--- src/rtl/mem_pkg.sv ---
// Shared definitions for the load/store access unit: operation encodings,
// FSM states, default parameters and small operation classifiers.
package mem_pkg;

  typedef enum logic [3:0] {
    OP_NONE = 4'd0,
    OP_LB   = 4'd1,
    OP_LBU  = 4'd2,
    OP_LH   = 4'd3,
    OP_LHU  = 4'd4,
    OP_LW   = 4'd5,
    OP_SB   = 4'd6,
    OP_SH   = 4'd7,
    OP_SW   = 4'd8
  } mem_op_e;

  typedef enum logic [1:0] {
    ST_IDLE = 2'd0,
    ST_BUSY = 2'd1,
    ST_DONE = 2'd2
  } mem_state_e;

  localparam int DEF_NUM_CH      = 2;
  localparam int DEF_CH_SEL_MSB  = 30;
  localparam int DEF_TIMEOUT_CYC = 15;

  function automatic logic op_is_load(input logic [3:0] op);
    return (op == OP_LB) || (op == OP_LBU) || (op == OP_LH) ||
           (op == OP_LHU) || (op == OP_LW);
  endfunction

  function automatic logic op_is_store(input logic [3:0] op);
    return (op == OP_SB) || (op == OP_SH) || (op == OP_SW);
  endfunction

  // Byte accesses can never be misaligned; halfwords need an even address.
  function automatic logic op_misaligned(input logic [3:0] op, input logic [1:0] off);
    case (op)
      OP_LH, OP_LHU, OP_SH: return off[0];
      OP_LW, OP_SW:         return off != 2'b00;
      default:              return 1'b0;
    endcase
  endfunction

endpackage

--- src/rtl/mem_lane_align.sv ---
// Combinational lane steering: store byte enables and data replication,
// and load byte/halfword extraction with sign or zero extension.
module mem_lane_align
  import mem_pkg::*;
(
  input  logic [3:0]  op_i,
  input  logic [1:0]  offset_i,
  input  logic [31:0] wdata_i,
  input  logic [31:0] rword_i,
  output logic [3:0]  be_o,
  output logic [31:0] wdata_o,
  output logic [31:0] rdata_o
);

  logic [7:0]  byteSel;
  logic [15:0] halfSel;

  always_comb begin
    be_o    = 4'b1111;
    wdata_o = wdata_i;
    case (op_i)
      OP_SB: begin
        be_o    = 4'b0001 << offset_i;
        wdata_o = {4{wdata_i[7:0]}};
      end
      OP_SH: begin
        be_o    = offset_i[1] ? 4'b1100 : 4'b0011;
        wdata_o = {2{wdata_i[15:0]}};
      end
      default: ;
    endcase
  end

  assign byteSel = rword_i[{offset_i, 3'b000} +: 8];
  assign halfSel = offset_i[1] ? rword_i[31:16] : rword_i[15:0];

  always_comb begin
    rdata_o = rword_i;
    case (op_i)
      OP_LB:   rdata_o = {{24{byteSel[7]}}, byteSel};
      OP_LBU:  rdata_o = {24'h0, byteSel};
      OP_LH:   rdata_o = {{16{halfSel[15]}}, halfSel};
      OP_LHU:  rdata_o = {16'h0, halfSel};
      default: ;
    endcase
  end

endmodule

--- src/rtl/mem_access.sv ---
// Load/store access unit: accepts one aligned operation at a time, drives a
// shared multi-channel memory bus, and returns aligned load data or a timeout.
module mem_access
  import mem_pkg::*;
#(
  parameter int NUM_CH      = DEF_NUM_CH,
  parameter int CH_SEL_MSB  = DEF_CH_SEL_MSB,
  parameter int TIMEOUT_CYC = DEF_TIMEOUT_CYC
) (
  input  logic                   clk,
  input  logic                   rst,
  input  logic                   op_valid_i,
  input  logic [3:0]             op_i,
  input  logic [31:0]            addr_i,
  input  logic [31:0]            wdata_i,
  input  logic                   except_i,
  output logic                   stall_o,
  output logic                   done_o,
  output logic [31:0]            rdata_o,
  output logic                   adel_o,
  output logic                   ades_o,
  output logic                   timeout_o,
  output logic                   mem_req_o,
  output logic                   mem_we_o,
  output logic [NUM_CH-1:0]      mem_ch_o,
  output logic [31:0]            mem_addr_o,
  output logic [3:0]             mem_be_o,
  output logic [31:0]            mem_wdata_o,
  input  logic [NUM_CH-1:0]      mem_ack_i,
  input  logic [32*NUM_CH-1:0]   mem_rdata_i
);

  localparam int         CH_W    = $clog2(NUM_CH);
  localparam logic [7:0] TO_LAST = 8'(TIMEOUT_CYC - 1);

  mem_state_e        state_q;
  logic [7:0]        toCnt_q;
  logic [3:0]        op_q;
  logic [1:0]        offset_q;
  logic [29:0]       wordAddr_q;
  logic [CH_W-1:0]   chIdx_q;
  logic [NUM_CH-1:0] chSel_q;
  logic [3:0]        be_q;
  logic [31:0]       wdata_q;
  logic [31:0]       rdata_q;
  logic              timeout_q;

  logic              isIdle, isBusy, isDone;
  logic              opKnown, misaligned, opLive, accept, ackSel;
  logic [CH_W-1:0]   newChIdx;
  logic [NUM_CH-1:0] newChSel;
  logic [31:0]       ackWord;
  logic [3:0]        alignOp;
  logic [1:0]        alignOff;
  logic [3:0]        alignBe;
  logic [31:0]       alignWdata, alignRdata;

  assign isIdle = (state_q == ST_IDLE);
  assign isBusy = (state_q == ST_BUSY);
  assign isDone = (state_q == ST_DONE);

  // The cycle that reports a timeout releases the stalled op instead of retrying it.
  assign opKnown    = op_is_load(op_i) | op_is_store(op_i);
  assign misaligned = op_misaligned(op_i, addr_i[1:0]);
  assign opLive     = !rst && isIdle && !timeout_q && op_valid_i && opKnown && !except_i;
  assign accept     = opLive && !misaligned;

  assign newChIdx = addr_i[CH_SEL_MSB -: CH_W];
  always_comb begin
    newChSel           = '0;
    newChSel[newChIdx] = 1'b1;
  end

  assign ackSel  = |(mem_ack_i & chSel_q);
  assign ackWord = mem_rdata_i[{chIdx_q, 5'b00000} +: 32];

  assign alignOp  = isIdle ? op_i : op_q;
  assign alignOff = isIdle ? addr_i[1:0] : offset_q;

  mem_lane_align u_lane_align (
    .op_i     (alignOp),
    .offset_i (alignOff),
    .wdata_i  (wdata_i),
    .rword_i  (ackWord),
    .be_o     (alignBe),
    .wdata_o  (alignWdata),
    .rdata_o  (alignRdata)
  );

  always_ff @(posedge clk) begin
    if (rst) begin
      state_q    <= ST_IDLE;
      toCnt_q    <= 8'd0;
      op_q       <= 4'd0;
      offset_q   <= 2'd0;
      wordAddr_q <= 30'd0;
      chIdx_q    <= '0;
      chSel_q    <= '0;
      be_q       <= 4'd0;
      wdata_q    <= 32'd0;
      rdata_q    <= 32'd0;
      timeout_q  <= 1'b0;
    end else begin
      timeout_q <= 1'b0;
      case (state_q)
        ST_IDLE: begin
          if (accept) begin
            state_q    <= ST_BUSY;
            toCnt_q    <= 8'd0;
            op_q       <= op_i;
            offset_q   <= addr_i[1:0];
            wordAddr_q <= addr_i[31:2];
            chIdx_q    <= newChIdx;
            chSel_q    <= newChSel;
            be_q       <= alignBe;
            wdata_q    <= alignWdata;
          end
        end
        ST_BUSY: begin
          // An ack on the final allowed cycle still wins over the timeout.
          if (ackSel) begin
            state_q <= ST_DONE;
            rdata_q <= op_is_load(op_q) ? alignRdata : 32'd0;
          end else if (toCnt_q == TO_LAST) begin
            state_q   <= ST_IDLE;
            timeout_q <= 1'b1;
          end else begin
            toCnt_q <= toCnt_q + 8'd1;
          end
        end
        ST_DONE: state_q <= ST_IDLE;
        default: state_q <= ST_IDLE;
      endcase
    end
  end

  assign stall_o     = isBusy || accept;
  assign done_o      = isDone;
  assign rdata_o     = isDone ? rdata_q : 32'd0;
  assign adel_o      = opLive && misaligned && op_is_load(op_i);
  assign ades_o      = opLive && misaligned && op_is_store(op_i);
  assign timeout_o   = timeout_q;
  assign mem_req_o   = isBusy;
  assign mem_we_o    = isBusy && op_is_store(op_q);
  assign mem_ch_o    = isBusy ? chSel_q : '0;
  assign mem_addr_o  = isBusy ? {wordAddr_q, 2'b00} : 32'd0;
  assign mem_be_o    = isBusy ? be_q : 4'd0;
  assign mem_wdata_o = isBusy ? wdata_q : 32'd0;

endmodule

--- config.mk ---
export PLATFORM = sky130hd
export DESIGN_NAME = mem_access
export DESIGN_NICKNAME = d
export VERILOG_FILES = /design/src/rtl/mem_pkg.sv /design/src/rtl/mem_lane_align.sv /design/src/rtl/mem_access.sv
export SDC_FILE = /design/constraint.sdc
export NUM_CORES = 1
export LEC_CHECK = 0
export BUFFER_PORTS_ARGS = -buffer_cell sky130_fd_sc_hd__clkbuf_2
export CAP_MARGIN = 10
export CORE_MARGIN = 2
export CORE_UTILIZATION = 53
export CTS_BUF_LIST = sky130_fd_sc_hd__clkbuf_16
export CTS_CLUSTER_DIAMETER = 60
export DETAILED_ROUTE_END_ITERATION = 12
export GPL_TIMING_DRIVEN = 0
export PLACE_DENSITY = 0.88
export SLEW_MARGIN = 30
export SYNTH_ARGS = -nofsm -noshare
export SYNTH_HDL_FRONTEND = slang
export SYNTH_SLANG_ARGS = --single-unit
--- constraint.sdc ---
create_clock -name clk -period 11.1 [get_ports clk]
set_input_delay 3.33 -clock clk [delete_from_list [all_inputs] [get_ports clk]]
set_output_delay 3.33 -clock clk [all_outputs]
set_load 0.03 [all_outputs]
==> summary.md, run 1 <==
| Metric | Value |
|---|---|
| Vias | 6975 |
| Main combinational cell family by area after synthesis | simple AND/OR/NAND/NOR gates |
| Crit path launch type | primary input |
| Leak pwr | 3.59 nW |
| Period minus WS final | 8.94 ns |
| Avg Cell Area, Syn | 7.65 sq um |
| Aggregate global routing overflow | 0 |
| Fin cells | 1246 |
| Core area | 0.0115 sq mm |
| Post-synthesis compound-gate area fraction | 19.2% |
| Adder-cell area share of the yosys netlist | 0.395% |
| Placed Instances | 1214 |
| Gpl congestion | 0.959 |
| # Post-CTS Setup Buffers | 0 |
| CTS buffer count | 17 |
| Maximum VDD drop | 102 uV |
| Clock Sink Count | 116 |
| CP max stage delay | 0.66 ns |
| CTS resizes | 0 |
| Pwr Density | 128 mW/mm^2 |
| I/O pin total | 247 |
| Fmax | 112 MHz |
| Setup TNS | 0 ns |
| Pin count of the biggest net entering global routing | 17 |
| Commonest non-fill, non-tap cells in the layout | clkbuf_2, nand2_1, dfxtp_1 |
| Slew @ Worst Pin | 0.710 ns |
| Root buf cell | clkbuf_16 |
| Iter 0 DRT Violations | 548 |
| Most Frequent Cell on Critical Path | buf_2 |
| Final Cycle Share | 80.5% |
| Max Cap Viol | 0 |
| Core Util, Final | 71.8% |
| Ys Warns | 0 |
| First-pass GRT wire length | 31.5 mm |
| Drc violations | 0 |
| Setup CP Type | primary input to primary output |
| Yosys cell types | 60 |
| Layout Skew | 0.00772 ns |
| Worst Setup End Kind | primary output |
| Routed vias/inst | 5.60 |
| Simple-gate share of the synthesized area | 27.5% |
| Initial core utilization | 55.0% |
| Top FF cell, synth | dfxtp_1 |
| Clk slew on worst S/H paths | 0.05 ns |
| Bufs on Longest Clock Path | 2 |
| CP max FO | 10 |
| Total GRT Usage | 30.8% |
| Register bit total from synthesis | 116 |
| Outcome | finished, final reports clean |
| Fin. max-slew vios | 0 |
| Final Hold Fails | 0 |
| Slew margin rel. | 52.6% |
| Worst path cell trace | clkbuf_1 -> or4b_1 -> nor4_2 -> nand3_1 -> buf_2 -> buf_2 -> nand2_1 -> clkbuf_2 |
| DIE WIDTH | 113 um |
| Vias in the first global route | 6680 |
| RSZ-0062 raised after global routing | no |
| HPWL after DPL | 15.4 mm |
| Layout net count | 1230 |
| EDFF count, synth | 0 |
| Worst EP required | 7.77 ns |
| Site Rows | 39 |
| Post-Syn Area | 0.00633 sq mm |
| Arrival time worst endpoint | 5.61 ns |
| Post-Syn Instances | 827 |
| Hold-fix buffers, CTS | 0 |
| Count of input and output buffers | 243 |
| Slowest cell on crit path | or4b_1 |
| Synthesis-to-finish area growth | 30.7% |
| Share of cells above drive strength 1 | 30.6% |
| Overall routed net length | 20.3 mm |
| Routed Antenna Nets | 0 |
| Wire length per cell | 16.3 um |
| Overall die area | 0.0128 sq mm |
| H-tree levels | 4 |
| Clk_lat worst skew | 0.41 ns |
| Ant. Diodes | 0 |
| Die Height | 113 um |
| DRT Pass-1 Iters | 5 |
| Worst hold path class | register to register |
| Initial antenna violation count | 0 |
| Hold_ws | 0.443 ns |
| Commonest non-fill, non-tap cell in the layout | clkbuf_2 |
| Multiplexer share of the synthesized area | 9.69% |
| Fraction of registers with async set/reset | 0% |
| Seq/Total Area, Yosys | 36.7% |
| Setup-failing EPs final | 0 |
| Xor/xnor share of the synthesized area | 1.25% |
| CTS tree | yes |
==> per-layer routing <==
metal  wire length [um]  share of wire [%]  GRT usage (%)
met1               7720                 38           35.9
met2              10300                 50           55.4
met3               1830                9.0           6.43
met4                520                2.6           11.6
met5                  0                  0              0
==> flip-flops by register name, summed over array words and instances (netlist names) <==
signal and cells:
rdata_q 32, wdata_q 32, wordAddr_q 30, toCnt_q 8, be_q 4, op_q 4, offset_q 2, state_q 2
chSel_q 1, timeout_o 1
==> power by group <==
part           switching [W]  internal [W]  total (W)
registers         0.00000435      0.000424   0.000428
logic              0.0000777     0.0000505   0.000128
clock network       0.000202      0.000304   0.000506
total               0.000284      0.000779    0.00106
==> worst max-delay path: cells and delay by family <==
kind,cells,cell delay (ns)
AND/OR/NAND/NOR,4,1.39
buffers and inverters,4,0.89
==> synthesized netlist by cell type, types with 2 or more instances <==
cell	number	area, sq um
buf_6	2	22.5
nand2b_1	3	18.8
and3_1	2	12.5
dfxtp_1	116	2320
buf_4	9	67.6
buf_1	3	11.3
buf_2	14	70.1
or3b_2	2	17.5
nand2_1	180	676
nand4_1	2	12.5
or2_2	2	12.5
clkbuf_1	39	146
a21oi_1	93	465
mux2i_1	32	320
nor2_1	53	199
o21ai_0	42	210
o211ai_1	24	180
nand3_1	3	15.0
o21ai_1	12	60.1
ha_1	2	25.0
xnor2_1	8	70.1
a311oi_1	4	35.0
a211oi_1	11	82.6
o21ai_2	3	26.3
mux2_2	24	270
nor4_1	6	37.5
and2_1	101	632
nor2b_1	3	18.8
==> cells by family (layout without fill, tap and decap cells) <==
family | count (synthesis) | in the layout
buffers and inverters | 70 | 345
and+or+nand+nor | 367 | 367
DFF | 116 | 116
other | 1 | 2
adders and majority gates | 2 | 2
muxes | 57 | 57
AOI/OAI and AO/OA | 205 | 205
xor gates and xnor gates | 9 | 9
==> worst paths after layout <==
check               from     endpoint  slack, ns  cells past startpoint
max reg2reg   state_q[1]  rdata_q[29]       8.36                      9
min          rdata_q[25]  rdata_q[25]       0.44                      2
min reg2reg  rdata_q[25]  rdata_q[25]       0.44                      2
max                  rst      stall_o       2.16                      8
==> stage by stage <==
step | area, sq um | total power, W | setup slack [ns]
3_3_place_gp | 7730 | 0.000559 | 2.15
6_report | 8270 | 0.00106 | 2.16
3_5_place_dp | 7730 | 0.000562 | 2.19
5_1_grt | 8270 | 0.00110 | 2.10
4_1_cts | 8270 | 0.00106 | 2.18
2_1_floorplan | 6330 | 0.000511 | 1.84
==> area by class of cell <==
| cell class | count | area, sq um |
|---|---|---|
| Multi-Input combinational cell | 642 | 3680 |
| Fill cell | 941 | 3240 |
| Sequential cell | 116 | 2320 |
| Timing Repair Buffer | 243 | 1220 |
| Clock buffer | 17 | 425 |
| Buffer | 67 | 318 |
| Tap cell | 143 | 179 |
| Clock inverter | 15 | 118 |
| Inverter | 3 | 11.3 |
(Power assumes the default switching activity.)
==> inputs of run 2 (changes only) <==
--- a/config.mk
+++ b/config.mk
@@ -5,15 +5,16 @@
 export SDC_FILE = /design/constraint.sdc
 export NUM_CORES = 1
 export LEC_CHECK = 0
+export ABC_AREA = 1
 export BUFFER_PORTS_ARGS = -buffer_cell sky130_fd_sc_hd__clkbuf_2
 export CAP_MARGIN = 10
 export CORE_MARGIN = 2
-export CORE_UTILIZATION = 53
+export CORE_UTILIZATION = 51
 export CTS_BUF_LIST = sky130_fd_sc_hd__clkbuf_16
 export CTS_CLUSTER_DIAMETER = 60
 export DETAILED_ROUTE_END_ITERATION = 12
 export GPL_TIMING_DRIVEN = 0
-export PLACE_DENSITY = 0.88
+export PLACE_DENSITY = 0.84
 export SLEW_MARGIN = 30
 export SYNTH_ARGS = -nofsm -noshare
 export SYNTH_HDL_FRONTEND = slang
==> constraint.sdc (replaced) <==
create_clock -name clk -period 8.63 [get_ports clk]
set_input_delay 2.589 -clock clk [delete_from_list [all_inputs] [get_ports clk]]
set_output_delay 2.589 -clock clk [all_outputs]
set_load 0.03 [all_outputs]
==> run 2 against run 1 <==
Compared with the run above: synthesized cell count is 33% higher; die area is 13% higher; power is 32% higher; non-clock buffer count did not move; final area is 7.3% higher; critical path depth increased by 1; sequential power rose by 29%; area after synthesis grew 9.1%; critical path type unchanged; highest routed layer unchanged.
==> summary.md, run 2 <==
| Metric | Value |
|---|---|
| Outcome | finished, final reports clean |
| Avg Cell Area, Syn | 6.29 sq um (-18%) |
| Endpoint, Worst Hold | wordAddr_q[20] |
| # Post-CTS Setup Buffers | 0 (unchanged) |
| Arrival time worst endpoint | 4.38 ns (-1.23 ns) |
| First-pass GRT wire length | 35.4 mm (+13%) |
| EDFF count, synth | 0 (unchanged) |
| Clk_lat worst skew | 0.42 ns (about the same) |
| Worst Setup End Kind | primary output |
| Setup CP Type | primary input to primary output |
| Wire length per cell | 14.6 um (-11%) |
| Multiplexer share of the synthesized area | 1.01% (-8.7 points) |
| Leak pwr | 3.92 nW (+9.0%) |
| Adder-cell area share of the yosys netlist | 0.362% (-0.033 points) |
| Slew margin rel. | 46.2% (-6.4 points) |
| HPWL after DPL | 17.4 mm (+13%) |
| Layout Skew | 0.00797 ns (+0.000242 ns) |
| Simple-gate share of the synthesized area | 32.3% (+4.8 points) |
| Commonest non-fill, non-tap cell in the layout | nand2_1 |
| RSZ-0062 raised after global routing | no |
| DIE WIDTH | 120 um (+6.2%) |
| Max Cap Viol | 0 (unchanged) |
| Ant. Diodes | 0 (unchanged) |
| Pin count of the biggest net entering global routing | 17 (unchanged) |
| Die Height | 120 um (+6.2%) |
| Bufs on Longest Clock Path | 2 (unchanged) |
| Aggregate global routing overflow | 0 (unchanged) |
| Commonest non-fill, non-tap cells in the layout | nand2_1, clkbuf_2, inv_1 |
| Total GRT Usage | 30.8% (-0.037 points) |
| Top post-synthesis cells by count | nand2_1, inv_1, nor2_1 |
| Top FF cell, synth | dfxtp_1 |
| Reg-to-reg endpoint | rdata_q[14] |
| Synth top area share | 33.6% (-3.1 points) |
| H-tree levels | 4 (unchanged) |
| Core area | 0.0132 sq mm (+15%) |
| Worst EP required | 6.04 ns (-1.73 ns) |
| Count of input and output buffers | 243 (unchanged) |
| CTS tree | yes |
| I/O pin total | 247 (unchanged) |
| Crit. Startpoint | rst |
| Ys Warns | 0 (unchanged) |
| Yosys cell types | 44 (-27%) |
| Post-synthesis compound-gate area fraction | 19.5% (+0.26 points) |
| Xor/xnor share of the synthesized area | 0.381% (-0.86 points) |
| Root buf cell | clkbuf_16 |
| Drc violations | 0 (unchanged) |
| Hold-fix buffers, CTS | 0 (unchanged) |
| Seq/Total Area, Yosys | 33.6% (-3.1 points) |
| Fillers | 1237 (+31%) |
| Synthesis-to-finish area growth | 28.6% |
| DRT Pass-1 Iters | 5 (unchanged) |
| Share of cells above drive strength 1 | 27.0% (-3.6 points) |
| R2R Setup Slk | 6.45 ns (-1.91 ns) |
| CP max FO | 10 (unchanged) |
| Fmax | 144 MHz |
| Worst hold path class | register to register |
| Routed vias/inst | 5.21 (-6.8%) |
| Setup TNS | 0 ns (unchanged) |
| Fin. max-slew vios | 0 (unchanged) |
| Initial core utilization | 52.1% (-2.8 points) |
| Pwr Density | 158 mW/mm^2 (+23%) |
| Worst path cell trace | clkbuf_1 -> inv_1 -> nand4_1 -> inv_1 -> nand4_2 -> buf_2 -> buf_2 -> nand2_1 -> clkbuf_2 |
| Clock Sink Count | 116 (unchanged) |
| Hold path depth | 2 (unchanged) |
| Vias in the first global route | 7479 (+12%) |
| Most instantiated library cell after synthesis | nand2_1 |
| Worst r2r path cells | 10 (+1) |
| CP max stage delay | 0.43 ns (-0.23 ns) |
| Maximum VDD drop | 98.8 uV (-3.3%) |
| Initial antenna violation count | 0 (unchanged) |
| Overall routed net length | 22.6 mm (+11%) |
| Gpl congestion | 0.946 (-1.3%) |
| Post-Syn Instances | 1098 (+33%) |
| Pre-CTS setup slack | 1.65 ns (-0.546 ns) |
| Hold Startpoint | wordAddr_q[20] |
| Clk slew on worst S/H paths | 0.06 ns (about the same) |
| CTS buffer count | 17 (unchanged) |
| Top post-synthesis cells by area | dfxtp_1, nand2_1, a21oi_1 |
| Post-Syn Area | 0.00691 sq mm (+9.1%) |
| Regs by FF count | rdata_q x32, wdata_q x32, wordAddr_q x30 |
| Final Hold Fails | 0 (unchanged) |
| Final Cycle Share | 80.7% |
| Iter 0 DRT Violations | 567 (+3.5%) |
| R2R Path Start | wordAddr_q[28] |
| Main combinational cell family by area after synthesis | simple AND/OR/NAND/NOR gates |
| Fraction of registers with async set/reset | 0% (unchanged) |
| CTS resizes | 0 (unchanged) |
| Cell taking the most area after synthesis | dfxtp_1 |
| Layout net count | 1501 (+22%) |
| Site Rows | 42 (+7.7%) |
| Period minus WS final | 6.97 ns |
| Overall die area | 0.0145 sq mm (+13%) |
| Register bit total from synthesis | 116 (unchanged) |
| Slowest cell on crit path | clkbuf_1 |
| Crit path launch type | primary input |
| Routed Antenna Nets | 0 (unchanged) |
| Setup-failing EPs final | 0 (unchanged) |
| Final WS setup | 1.66 ns (-0.496 ns) |
| Vias | 8083 (+16%) |
| Slew @ Worst Pin | 0.807 ns (+0.0965 ns) |
[run 2: changes by cell type after synthesis, sizes merged, moves of 25 or more]
cell	previous run	this run
inv	2	139
nor2	55	140
a21oi	93	137
mux2i	32	7
and2	101	7
nand3	3	66
o21ai	58	104
nand2	180	273
[run 2: report_power, final]
group | switching, W | internal, W | leakage (nW) | total, W
logic | 0.000129 | 0.0000739 | 2.72 | 0.000203
registers | 0.00000523 | 0.000548 | 0.938 | 0.000553
clock network | 0.000276 | 0.000367 | 0.258 | 0.000643
total | 0.000411 | 0.000988 | 3.92 | 0.00140
[run 2: metrics by stage]
stage	instance area, sq um	utilization (%)	power [W]	cells	hold WS, ns
after floorplan	6910	-	0.000691	1099	0.430
after CTS	8880	67.0	0.00140	1550	0.451
after global placement	8350	63.0	0.000761	1518	0.440
after global routing	8880	67.0	0.00145	1550	0.472
after detailed placement	8350	63.0	0.000763	1518	0.443
final	8880	67.0	0.00140	1550	0.451
[run 2: cells by family (layout without fill, tap and decap cells)]
| group | Yosys count | after routing |
|---|---|---|
| AND/OR/NAND/NOR | 505 | 505 |
| AO/OA/AOI/OAI | 253 | 253 |
| buffers and inverters | 211 | 486 |
| flip-flops | 116 | 116 |
| multiplexers | 7 | 7 |
| XOR/XNOR | 3 | 3 |
| adder cells (fa/ha/maj) | 2 | 2 |
| other | 1 | 2 |
[run 2: metal layers]
metal	track usage, %	part of all wire, %	up-vias
li1	-	-	3989
met1	36.4	40	3607
met2	51.7	47	414
met3	8.25	9.3	73
met4	14.5	3.6	0
met5	0	0	-
[run 2: worst max-delay path by stage]
stage          depth (start not counted)       to  slack (ns)
5_1_grt                                9  stall_o        1.45
6_report                               9  stall_o        1.66
2_1_floorplan                          8  stall_o        2.27
4_1_cts                                9  stall_o        1.64
3_3_place_gp                           9  stall_o        1.66
3_5_place_dp                           9  stall_o        1.65
[run 2: cell type report]
cell class	instances	area [sq um]	share of cell area [%]
clock buffer	17	425	4.79
multi-input combinational	772	3710	41.8
clock inverter	15	108	1.21
inverter	144	543	6.12
timing repair buffer	243	1220	13.7
tap	176	220	2.48
sequential	116	2320	26.2
buffer	67	335	3.78
[run 2: worst max-delay path: cells and delay by family]
| family | cells | cell delay, ns |
|---|---|---|
| buffers and inverters | 6 | 1.38 |
| and+or+nand+nor | 3 | 0.39 |
